`src/rtl/gate_accum_unit_if.sv`:
```
`default_nettype none
// ----------------------------------------------------------------------------
// gate_accum_unit_if : handshake/data bundle for gate_accum_unit   (Rev 1.0)
// ----------------------------------------------------------------------------
interface gate_accum_unit_if #(
  parameter int WIDTH   = 8,
  parameter int ACC_LEN = 4
);
  localparam int CNT_W = $clog2(ACC_LEN);

  logic             in_valid;
  logic             in_ready;
  logic [WIDTH-1:0] a;
  logic [WIDTH-1:0] b;
  logic [2:0]       op;
  logic             acc_en;
  logic             acc_clr;
  logic             out_valid;
  logic             out_ready;
  logic [WIDTH-1:0] y;
  logic [CNT_W-1:0] beat_cnt;

  modport master (
    output in_valid, a, b, op, acc_en, acc_clr, out_ready,
    input  in_ready, out_valid, y, beat_cnt
  );

  modport slave (
    input  in_valid, a, b, op, acc_en, acc_clr, out_ready,
    output in_ready, out_valid, y, beat_cnt
  );
endinterface
`default_nettype wire

```
`src/rtl/gate_accum_unit.sv`:
```
`default_nettype none
// ----------------------------------------------------------------------------
// gate_accum_unit : registered 8-way bitwise gate with sticky-OR accumulate (Rev 1.0)
// ----------------------------------------------------------------------------
module gate_accum_unit #(
  parameter int WIDTH   = 8,
  parameter int ACC_LEN = 4
) (
  input  wire logic         clk,
  input  wire logic         rst,
  gate_accum_unit_if.slave  bus
);
  localparam int CNT_W = $clog2(ACC_LEN);
  localparam logic [CNT_W-1:0] LAST_CNT = CNT_W'(ACC_LEN - 1);

  localparam logic [2:0] OP_AND  = 3'd0;
  localparam logic [2:0] OP_OR   = 3'd1;
  localparam logic [2:0] OP_XOR  = 3'd2;
  localparam logic [2:0] OP_NAND = 3'd3;
  localparam logic [2:0] OP_NOR  = 3'd4;
  localparam logic [2:0] OP_XNOR = 3'd5;
  localparam logic [2:0] OP_PASS = 3'd6;
  localparam logic [2:0] OP_NOTA = 3'd7;

  localparam logic [1:0] ST_IDLE  = 2'd0;
  localparam logic [1:0] ST_ACCUM = 2'd1;
  localparam logic [1:0] ST_FULL  = 2'd2;

  logic [1:0]       state;
  logic [1:0]       state_next;
  logic [WIDTH-1:0] acc;
  logic [WIDTH-1:0] acc_next;
  logic [CNT_W-1:0] cnt;
  logic [CNT_W-1:0] cnt_next;
  logic [WIDTH-1:0] y_reg;
  logic [WIDTH-1:0] gate_r;
  logic [WIDTH-1:0] acc_base;
  logic [CNT_W-1:0] cnt_base;
  logic [WIDTH-1:0] fold;
  logic             full;
  logic             ready;
  logic             accept;
  logic             xfer;
  logic             last_beat;
  logic             emit;

  always_comb begin
    gate_r = '0;
    case (bus.op)
      OP_AND:  gate_r = bus.a & bus.b;
      OP_OR:   gate_r = bus.a | bus.b;
      OP_XOR:  gate_r = bus.a ^ bus.b;
      OP_NAND: gate_r = ~(bus.a & bus.b);
      OP_NOR:  gate_r = ~(bus.a | bus.b);
      OP_XNOR: gate_r = ~(bus.a ^ bus.b);
      OP_PASS: gate_r = bus.a;
      OP_NOTA: gate_r = ~bus.a;
      default: gate_r = '0;
    endcase
  end

  // A clear in the same cycle as a beat zeroes the history first, so the beat counts as beat 1.
  always_comb begin
    acc_base  = bus.acc_clr ? '0 : acc;
    cnt_base  = bus.acc_clr ? '0 : cnt;
    fold      = acc_base | gate_r;
    accept    = bus.in_valid && ready;
    xfer      = full && bus.out_ready;
    last_beat = (cnt_base == LAST_CNT);
    emit      = accept && (!bus.acc_en || last_beat);
  end

  always_comb begin
    acc_next = acc_base;
    cnt_next = cnt_base;
    if (accept && bus.acc_en) begin
      if (last_beat) begin
        acc_next = '0;
        cnt_next = '0;
      end else begin
        acc_next = fold;
        cnt_next = cnt_base + CNT_W'(1);
      end
    end
  end

  always_ff @(posedge clk or posedge rst) begin
    if (rst) begin
      acc   <= '0;
      cnt   <= '0;
      y_reg <= '0;
    end else begin
      acc <= acc_next;
      cnt <= cnt_next;
      if (emit) begin
        y_reg <= bus.acc_en ? fold : gate_r;
      end
    end
  end

  // FSM: state register
  always_ff @(posedge clk or posedge rst) begin
    if (rst) begin
      state <= ST_IDLE;
    end else begin
      state <= state_next;
    end
  end

  // FSM: next state; FULL persists while the held word is not taken
  always_comb begin
    state_next = ST_IDLE;
    if (emit || (full && !xfer)) begin
      state_next = ST_FULL;
    end else if (cnt_next != '0) begin
      state_next = ST_ACCUM;
    end else begin
      state_next = ST_IDLE;
    end
  end

  // FSM: outputs
  always_comb begin
    full  = (state == ST_FULL);
    ready = !full || bus.out_ready;
  end

  assign bus.out_valid = full;
  assign bus.in_ready  = ready;
  assign bus.y         = y_reg;
  assign bus.beat_cnt  = cnt;

endmodule
`default_nettype wire

```
`src/flat_wrapper.sv`:
```
// flat-port wrapper written by rule: the top's interface ports become plain ports
module gate_accum_unit_flat 
#(
  parameter int WIDTH   = 8,
  parameter int ACC_LEN = 4
)
  (clk, rst, bus_in_valid, bus_a, bus_b, bus_op, bus_acc_en, bus_acc_clr, bus_out_ready, bus_in_ready, bus_out_valid, bus_y, bus_beat_cnt);
  gate_accum_unit_if #(.WIDTH(WIDTH), .ACC_LEN(ACC_LEN)) bus_i ();
  input  wire logic clk;
  input  wire logic rst;
  input wire logic [$bits(bus_i.in_valid)-1:0] bus_in_valid;
  input wire logic [$bits(bus_i.a)-1:0] bus_a;
  input wire logic [$bits(bus_i.b)-1:0] bus_b;
  input wire logic [$bits(bus_i.op)-1:0] bus_op;
  input wire logic [$bits(bus_i.acc_en)-1:0] bus_acc_en;
  input wire logic [$bits(bus_i.acc_clr)-1:0] bus_acc_clr;
  input wire logic [$bits(bus_i.out_ready)-1:0] bus_out_ready;
  output wire logic [$bits(bus_i.in_ready)-1:0] bus_in_ready;
  output wire logic [$bits(bus_i.out_valid)-1:0] bus_out_valid;
  output wire logic [$bits(bus_i.y)-1:0] bus_y;
  output wire logic [$bits(bus_i.beat_cnt)-1:0] bus_beat_cnt;
  assign bus_i.in_valid = bus_in_valid;
  assign bus_i.a = bus_a;
  assign bus_i.b = bus_b;
  assign bus_i.op = bus_op;
  assign bus_i.acc_en = bus_acc_en;
  assign bus_i.acc_clr = bus_acc_clr;
  assign bus_i.out_ready = bus_out_ready;
  assign bus_in_ready = bus_i.in_ready;
  assign bus_out_valid = bus_i.out_valid;
  assign bus_y = bus_i.y;
  assign bus_beat_cnt = bus_i.beat_cnt;
  gate_accum_unit #(.WIDTH(WIDTH), .ACC_LEN(ACC_LEN)) u_core (.clk(clk), .rst(rst), .bus(bus_i));
endmodule
```
`config.mk`:
```
export PLATFORM = sky130hd
export DESIGN_NAME = gate_accum_unit_flat
export DESIGN_NICKNAME = d
export VERILOG_FILES = /design/src/rtl/gate_accum_unit_if.sv /design/src/rtl/gate_accum_unit.sv /design/src/flat_wrapper.sv
export SDC_FILE = /design/constraint.sdc
export NUM_CORES = 1
export LEC_CHECK = 0
export CAP_MARGIN = 20
export CORE_MARGIN = 2
export CORE_UTILIZATION = 47
export CTS_CLUSTER_DIAMETER = 40
export DETAILED_ROUTE_END_ITERATION = 7
export MAX_ROUTING_LAYER = met4
export PLACE_DENSITY = 0.77
export SLEW_MARGIN = 5
export SYNTH_ARGS = -nofsm -noshare
export SYNTH_HDL_FRONTEND = slang
export SYNTH_SLANG_ARGS = --single-unit
```
`constraint.sdc`:
```
create_clock -name clk -period 1.7 [get_ports clk]
set_input_delay 0.51 -clock clk [delete_from_list [all_inputs] [get_ports clk]]
set_output_delay 0.51 -clock clk [all_outputs]
set_load 0.1 [all_outputs]
```
---- After elaboration in Yosys (flattened, before gate mapping) ----
Index checks and enable logic that the tools add are counted.
cells by class
  $add $sub $neg .......................... 1
  reductions and logical operators ........ 13
  multiplexer cells ....................... 10
  bitwise gates (word level) .............. 8
  eq/ne operators ......................... 9
operator list
  kind                                                                    count
  8-bit case mux with 8 select lines                                      1
  8-bit 2-to-1 mux                                                        4
  8-bit inverter                                                          4
  8-bit OR                                                                2
  3-bit equality test (second input constant)                             4
  8-bit bitwise AND                                                       1
  2-bit 2-to-1 mux                                                        4
  8-bit XOR                                                               1
  3-bit by 2-bit equality test with 1-bit output (second input constant)  2
  1-bit logical AND                                                       5
  2-bit equality test (second input constant)                             2
  3-bit by 1-bit equality test with 1-bit output (second input constant)  1
  1-bit zero test                                                         3
  3-bit zero test                                                         1
  1-bit logical OR                                                        3
  2-bit by 1-bit adder with 2-bit output (second input constant)          1
  2-bit nonzero test                                                      1
  1-bit 2-to-1 mux                                                        1
storage, ports and cells
  input port bits ......................... 25
  word-level logic and storage cells ...... 45
  output and inout bits ................... 12
  flip-flop bits (word level) ............. 20

---- Logic depth before layout (Yosys ltp) ----
Gate-level depths: netlist (run 1).
  depth in word-level cells ............... 9
  mapped depth ............................ 9

---- Worst setup path after synthesis (run 1) ----
OpenSTA, ideal clock, no wires.
  path kind ............................... register -> register
  start ................................... reg u_core.cnt[0], in the netlist u_core.bus.beat_cnt[0]
  end ..................................... reg u_core.y_reg[0], in the netlist u_core.bus.y[0]
  data arrival time ....................... 2328 ps
  data required time ...................... 1618 ps
  buffers on the path ..................... 2
  stages on the path, launching flop included .. 10
  clock period less this slack ............ 2409 ps
  library setup time ...................... 82 ps
  slack ................................... -709 ps
  cell sequence ........................... dfrtp_1 -> nand2b_1 -> inv_1 -> ha_1 -> nand2b_1 -> and3_1 -> clkbuf_1 -> clkbuf_1 -> nor2_1 -> a31oi_1
on the way
  cells in the longest elaborated chain, start to end .. 4
RTL lines
  what                    RTL line               source
  from (decl)             gate_accum_unit.sv:33  logic [CNT_W-1:0] cnt;
  from (signal assigned)  gate_accum_unit.sv:94  cnt <= cnt_next;
  2-bit 2-to-1 mux        gate_accum_unit.sv:65  cnt_base = bus.acc_clr ? '0 : cnt;
  2-bit equality test     gate_accum_unit.sv:69  last_beat = (cnt_base == LAST_CNT);
  1-bit logical OR        gate_accum_unit.sv:70  emit = accept && (!bus.acc_en || last_beat);
  1-bit logical AND       gate_accum_unit.sv:70
  to (signal assigned)    gate_accum_unit.sv:96  y_reg <= bus.acc_en ? fold : gate_r;
  to (decl)               gate_accum_unit.sv:35  logic [WIDTH-1:0] y_reg;
No other way between the ends.
A chain may end at the register's enable or synchronous reset.

---- Worst setup path in the final report (run 1) ----
  start ................................... reg u_core.state[0]
  end ..................................... out bus_in_ready
on the way
  cells in the longest elaborated chain, start to end .. 3
RTL lines
  what                    RTL line                source
  from (decl)             gate_accum_unit.sv:29   logic [1:0] state;
  from (signal assigned)  gate_accum_unit.sv:106  state <= state_next;
  2-bit equality test     gate_accum_unit.sv:124  full = (state == ST_FULL);
  1-bit zero test         gate_accum_unit.sv:125  ready = !full || bus.out_ready;
  1-bit logical OR        gate_accum_unit.sv:125
  to (decl)               flat_wrapper.sv:18      output wire logic [$bits(bus_i.in_ready)-1:0] bus_in_ready;
No other way between the ends.

==> results of run 1 <==
[metal layers]
layer | routed length [um] | share of wire (%)
met5 | 0 | 0
met1 | 1890 | 39
met2 | 2700 | 55
met4 | 74 | 1.5
met3 | 216 | 4.4
[where the power goes]
| group | internal [mW] | total, mW | switching [mW] |
|---|---|---|---|
| Clock | 0.206 | 0.363 | 0.157 |
| Sequential | 0.552 | 0.626 | 0.0738 |
| Combinational | 0.502 | 1.18 | 0.679 |
[through the flow]
step,setup TNS (ns),util (%),worst slack (ns),std cells,instance area [sq um]
2_1_floorplan,-2.32,-,-0.218,204,1850
3_3_place_gp,-8.42,71.0,-0.495,311,2600
3_5_place_dp,-9.03,71.0,-0.548,311,2600
4_1_cts,-0.0434,77.6,-0.0434,319,2840
5_1_grt,-0.0565,77.8,-0.0565,321,2850
6_report,-0.0258,77.8,-0.0258,321,2850
[synthesized netlist by cell type (all sizes together) (2+ instances only)]
cell,n
inv,27
dfrtp,20
nand2b,18
ha,17
nor2,16
nor2b,13
a21oi,11
nand2,11
buf,8
o211ai,8
o32ai,8
a31oi,7
xnor2,7
clkbuf,5
a32oi,4
a211oi,3
and2,2
and3,2
mux4,2
o21ai,2
xor2,2
[area by class of cell]
class / instances / area [sq um]
Timing Repair Buffer: 78 / 832
Clock buffer: 4 / 55.1
Multi-Input combinational cell: 144 / 1290
Fill cell: 226 / 812
Tap cell: 48 / 60.1
Sequential cell: 20 / 508
Inverter: 27 / 101
[cell families after synthesis]
| group | Yosys count | synth area share, % |
|---|---|---|
| compound gates | 49 | 22.6 |
| xor+xnor | 9 | 4.38 |
| mux | 4 | 3.69 |
| fa+ha+maj | 17 | 11.8 |
| simple gates | 65 | 19.8 |
| flops | 20 | 27.8 |
| buf+inv | 40 | 9.88 |
[critical path, delay by kind of cell, from the launching register on]
| kind | cells | cell delay (ns) |
|---|---|---|
| buffers and inverters | 1 | 0.18 |
| DFF | 1 | 0.38 |
| and+or+nand+nor | 1 | 0.39 |
[how the worst max path moves through the flow]
stage	startpoint	end	slack (ns)	cells past startpoint
after floorplan	bus_out_ready	u_core.acc[0]$_DFF_PP0_	-0.22	6
after global placement	bus_op[2]	u_core.bus.y[3]$_DFFE_PP0P_	-0.49	6
after detailed placement	bus_a[7]	u_core.bus.y[7]$_DFFE_PP0P_	-0.55	7
after CTS	u_core.state[0]$_DFF_PP0_	bus_in_ready	-0.04	2
after global routing	u_core.state[0]$_DFF_PP0_	bus_in_ready	-0.06	2
final	u_core.state[0]$_DFF_PP0_	bus_in_ready	-0.03	2
[repair_timing]
item	CTS	global route
hold endpoints to repair	0	0
endpoints found under the setup margin	18	16
cloned	2	0
resized for setup	52	23
pin swaps	24	7
buffers inserted	3	2
==> impl_metrics.json, run 1 <==
{
  "vias_per_cell": 5.49,
  "io_pins": 37,
  "numClockSinks": 20,
  "clkLatencyLatePin_ns": 0.26,
  "postSynthRegisterBits": 20,
  "rsz0062_at_grt": "yes",
  "crit_type": "flop to primary output",
  "critical_path.endpoint_type": "primary output",
  "io_buffer_count": 36,
  "result_of_the_run": "complete, but fails checks",
  "finalWeightedCongestion": 0.778,
  "class_of_the_tightest_hold_or_removal_check": "flop to flop",
  "min_from": "u_core.acc[3]$_DFF_PP0_",
  "row_count": 22,
  "synthesis.area_sq_mm": 0.00180,
  "nNetsFinal": 316,
  "cp.required_ns": 1.19,
  "gr-usage-met2_pct": 45.6,
  "cts_hold_buf": 0,
  "timing.critical_path.from_type": "flop",
  "coreArea_sq_mm": 0.00366,
  "yosysWarnings": 0,
  "yosys.area.top_type": "dfrtp_1",
  "gr-max-usage-layer": "met2",
  "cts-root-buf": "clkbuf_8",
  "max_freq_mhz": 579,
  "maxSlewHeadroom_pct": 75.9,
  "irDropWorstVdd_uv": 359,
  "grt_antenna_before_repair": 0,
  "dominantRegCellSynth": "dfrtp_1",
  "cts-buffers-inserted": 3,
  "die_width_um": 65.9,
  "synthCells": 204,
  "cts_htree_levels": 1,
  "grt_first_pass_wirelength_um": 8150,
  "die_height_um": 65.9,
  "number_of_enable_flip_flop_cells_after_synthesis": 0,
  "commonest_cells_after_routing_fill_and_taps_aside": "buf_4, inv_1, dfrtp_1",
  "minimum_clock_period_ns": 1.73,
  "ys_async_sr_fraction_pct": 100,
  "clock_path_buffers": 2,
  "pin_count_of_the_biggest_net_entering_global_routing": 21,
  "final-hold-violation-count": 0,
  "final-max-slew-violation-count": 0,
  "timing.final.crit_share_pct": 102,
  "timing.reg2reg.setup_slack_ns": 0.08,
  "violations": "negative setup slack",
  "worst-r2r-cell-count": 5,
  "grt_overflow_total": 0,
  "setup_ws_final_ns": -0.0258,
  "floorplan.die_area_sq_mm": 0.00434,
  "layout_commonest_cell": "buf_4",
  "syn_area_per_cell_sq_um": 8.81,
  "drive_gt1_share_pct": 42.1,
  "cp.arrival_ns": 1.22,
  "detailedPlacementHpwl_um": 3180,
  "ant_nets": 0,
  "hold_path_end": "u_core.bus.y[3]$_DFFE_PP0P_",
  "crit_chain": "or3b_4 > buf_12",
  "max_slew.worst_pin.slew_ns": 0.360,
  "use_met3_pct": 3.41,
  "clock_slew_seen_by_the_registers_of_the_worst_setup_and_hold_paths_ns": 0.07,
  "power_mw": 2.17,
  "totalWireLength_um": 4890,
  "drc": 0,
  "global_routing_usage_summed_across_all_routing_layers_pct": 25.1,
  "number_of_antenna_diodes": 0,
  "clock-skew-final_ns": 0.00154,
  "routed-via-count": 1762,
  "cp_slowest_cell": "or3b_4",
  "tritoncts": "done",
  "worst_hold_path.num_cells": 2,
  "grt_pass1_vias": 1807,
  "timing.max_cap.violations": 0,
  "synth_top_cells_by_area": "dfrtp_1, ha_1, o32ai_2",
  "synth_top_cell_area_share_pct": 27.8,
  "timing.critical_path.fanout_max": 2,
  "dr.first_iter.drc_count": 88,
  "synth_unique_cells": 40,
  "cpPeakStageDelay_ns": 0.39,
  "power_density_mw_per_mm2": 762,
  "detail_route.wl_per_cell_um": 15.2,
  "drt-pass1-iter-count": 4,
  "postSynthNetCount": 246,
  "final.hold.worst_slack_ns": 0.544,
  "initial_standard_cell_utilization_of_the_core_pct": 49.1,
  "r2r_end": "u_core.acc[5]$_DFF_PP0_",
  "growth_of_design_area_from_synthesis_to_finish_pct": 58.5,
  "seq_area_frac_synth_pct": 27.8,
  "p_leak_nw": 1.27,
  "met1_global_route_usage_pct": 28.6,
  "setup_viol_count_final": 1,
  "regToRegStartpoint": "u_core.state[0]$_DFF_PP0_"
}
Power figures use the tool's default switching activity.
==> run 2, diff against run 1 <==
--- a/config.mk
+++ b/config.mk
@@ -11,7 +11,8 @@
 export CTS_CLUSTER_DIAMETER = 40
 export DETAILED_ROUTE_END_ITERATION = 7
 export MAX_ROUTING_LAYER = met4
-export PLACE_DENSITY = 0.77
+export PLACE_DENSITY_LB_ADDON = 0.3
+export SETUP_SLACK_MARGIN = 0.4
 export SLEW_MARGIN = 5
 export SYNTH_ARGS = -nofsm -noshare
 export SYNTH_HDL_FRONTEND = slang
==> impl_metrics.json, run 2 (synthesis gave the netlist of run 1 again) <==
{
  "setup_ws_final_ns": -0.0234,
  "pin_count_of_the_biggest_net_entering_global_routing": 21,
  "switching_power_uw": 965,
  "cp.arrival_ns": 1.21,
  "grt_pass1_vias": 1785,
  "timing.reg2reg.setup_slack_ns": 0.10,
  "critical-path-top-delay-family": "simple AND/OR/NAND/NOR gates",
  "grt_overflow_total": 0,
  "met1_global_route_usage_pct": 30.4,
  "global_routing_usage_summed_across_all_routing_layers_pct": 24.5,
  "cts-root-buf": "clkbuf_8",
  "commonest_cells_after_routing_fill_and_taps_aside": "buf_4, nand2b_1, buf_12",
  "cp_num_buf_inv": 1,
  "grt_first_pass_wirelength_um": 8200,
  "minimum_clock_period_ns": 1.72,
  "grt_antenna_before_repair": 0,
  "netSwitchingFraction_pct": 41.4,
  "gr-usage-met2_pct": 41.4,
  "row_count": 22,
  "final_design_area_no_fill_sq_mm": 0.00308,
  "seq_power_share_pct": 27.1,
  "detailedPlacementHpwl_um": 3010,
  "finalWeightedCongestion": 0.800,
  "setup_viol_count_final": 1,
  "post-place-ws_ns": -0.563,
  "layout_commonest_cell": "buf_4",
  "regToRegStartpoint": "u_core.state[0]$_DFF_PP0_",
  "io_pins": 37,
  "irDropWorstVdd_uv": 353,
  "drt-pass1-iter-count": 4,
  "cts_htree_levels": 1,
  "die_width_um": 65.9,
  "use_met3_pct": 2.04,
  "initial_standard_cell_utilization_of_the_core_pct": 49.1,
  "p_clk_share_pct": 15.6,
  "intPower_mw": 1.37,
  "ant_nets": 0,
  "cp.required_ns": 1.19,
  "growth_of_design_area_from_synthesis_to_finish_pct": 71.3,
  "nNetsFinal": 322,
  "clock_slew_seen_by_the_registers_of_the_worst_setup_and_hold_paths_ns": 0.07,
  "max_freq_mhz": 580,
  "timing.max_cap.violations": 0,
  "clock-skew-final_ns": 0.00133,
  "power_frac_comb_pct": 57.3,
  "final-max-slew-violation-count": 0,
  "maxSlewHeadroom_pct": 70.6,
  "crit_chain": "or3b_4 > buf_12",
  "gr-max-usage-layer": "met2",
  "class_of_the_tightest_hold_or_removal_check": "flop to flop",
  "vias_per_cell": 5.40,
  "power_density_mw_per_mm2": 757,
  "worst-r2r-cell-count": 5,
  "rsz0062_at_grt": "yes",
  "p_leak_nw": 1.32,
  "clkLatencyLatePin_ns": 0.26,
  "drc": 0,
  "min_from": "u_core.acc[3]$_DFF_PP0_",
  "timing.critical_path.fanout_max": 2,
  "worst_hold_path.num_cells": 2,
  "cp_slowest_cell": "or3b_4",
  "totalWireLength_um": 4950,
  "cts-buffers-inserted": 3,
  "worst-path-stages": 2,
  "cts_hold_buf": 0,
  "routed-via-count": 1767,
  "tritoncts": "done",
  "r2r_end": "u_core.acc[5]$_DFF_PP0_",
  "clock_path_buffers": 2,
  "crit_type": "flop to primary output",
  "violations": "negative setup slack",
  "die_height_um": 65.9,
  "result_of_the_run": "complete, but fails checks",
  "final-hold-violation-count": 0,
  "timing.critical_path.from_type": "flop",
  "critical_path.endpoint_type": "primary output",
  "post_dp_cell_area_sq_mm": 0.00257,
  "coreArea_sq_mm": 0.00366,
  "numClockSinks": 20,
  "cpPeakStageDelay_ns": 0.40,
  "max_slew.worst_pin.slew_ns": 0.439,
  "dr.first_iter.drc_count": 46,
  "timing.final.crit_share_pct": 101,
  "hold_path_end": "u_core.bus.y[3]$_DFFE_PP0P_",
  "drive_gt1_share_pct": 57.3,
  "floorplan.die_area_sq_mm": 0.00434,
  "number_of_antenna_diodes": 0,
  "io_buffer_count": 36,
  "detail_route.wl_per_cell_um": 15.1
}
==> run 2: cell count changes in the layout (fill, tap and decap cells not counted), sizes merged <==
| cell | change |
|---|---|
| clkbuf | -1 |
| dlymetal6s2s | -1 |
| clkdlybuf4s50 | -1 |
| buf | +11 |
| dlygate4sd2 | -10 |
| clkdlybuf4s15 | +8 |
==> run 2: power groups by stage <==
stage | registers [mW] | logic, mW | clock network (mW)
4_1_cts | 0.630 | 1.20 | 0.365
5_1_grt | 0.639 | 1.41 | 0.391
3_3_place_gp | 0.633 | 1.09 | 0
2_1_floorplan | 0.944 | 0.373 | 0
3_5_place_dp | 0.639 | 1.10 | 0
6_report | 0.631 | 1.34 | 0.362
==> run 2: stage by stage <==
step	TNS [ns]	util [%]	hold WS, ns	power (mW)	std cells
finish	-0.0234	84.1	0.552	2.33	327
global route	-0.0574	84.1	0.579	2.44	327
CTS	-0.0210	79.5	0.536	2.20	318
detailed placement	-9.17	70.1	0.525	1.74	303
global placement	-8.59	70.1	0.519	1.72	303
floorplan	-2.32	-	0.473	1.32	204
==> run 2: worst max path at each step <==
stage                         startpoint  slack (ns)                          end
5_1_grt        u_core.state[0]$_DFF_PP0_       -0.06                 bus_in_ready
2_1_floorplan              bus_out_ready       -0.22      u_core.acc[0]$_DFF_PP0_
3_5_place_dp                    bus_b[7]       -0.56  u_core.bus.y[7]$_DFFE_PP0P_
6_report       u_core.state[0]$_DFF_PP0_       -0.02                 bus_in_ready
3_3_place_gp                   bus_op[2]       -0.52  u_core.bus.y[4]$_DFFE_PP0P_
4_1_cts        u_core.state[0]$_DFF_PP0_       -0.02                 bus_in_ready
==> run 2: timing repair <==
action,in CTS,in global routing
setup buffers,9,8
setup endpoints to repair,32,31
cloned,2,1
pin swaps,31,13
gates resized for setup,98,38
==> run 2: area by class of cell <==
cell class,instances,area [sq um]
fillers,190,582
multi-input cells,144,1440
repair buffers,84,905
flip-flops and latches,20,518
inverters,27,106
clock buffers,4,55.1
well taps,48,60.1
==> run 2: per-layer routing <==
metal / up-vias / part of all wire (%)
met5: - / 0
met4: 0 / 1.7
met3: 11 / 2.5
met2: 45 / 52
met1: 859 / 44
li1: 852 / -
==> run 2: worst reg2reg max path: stages, from the launching register on <==
cell and delay (ns):
dfrtp_1 0.38, or3b_4 0.40, buf_4 0.15, and3_4 0.18
and2_4 0.19, o32ai_2 0.20
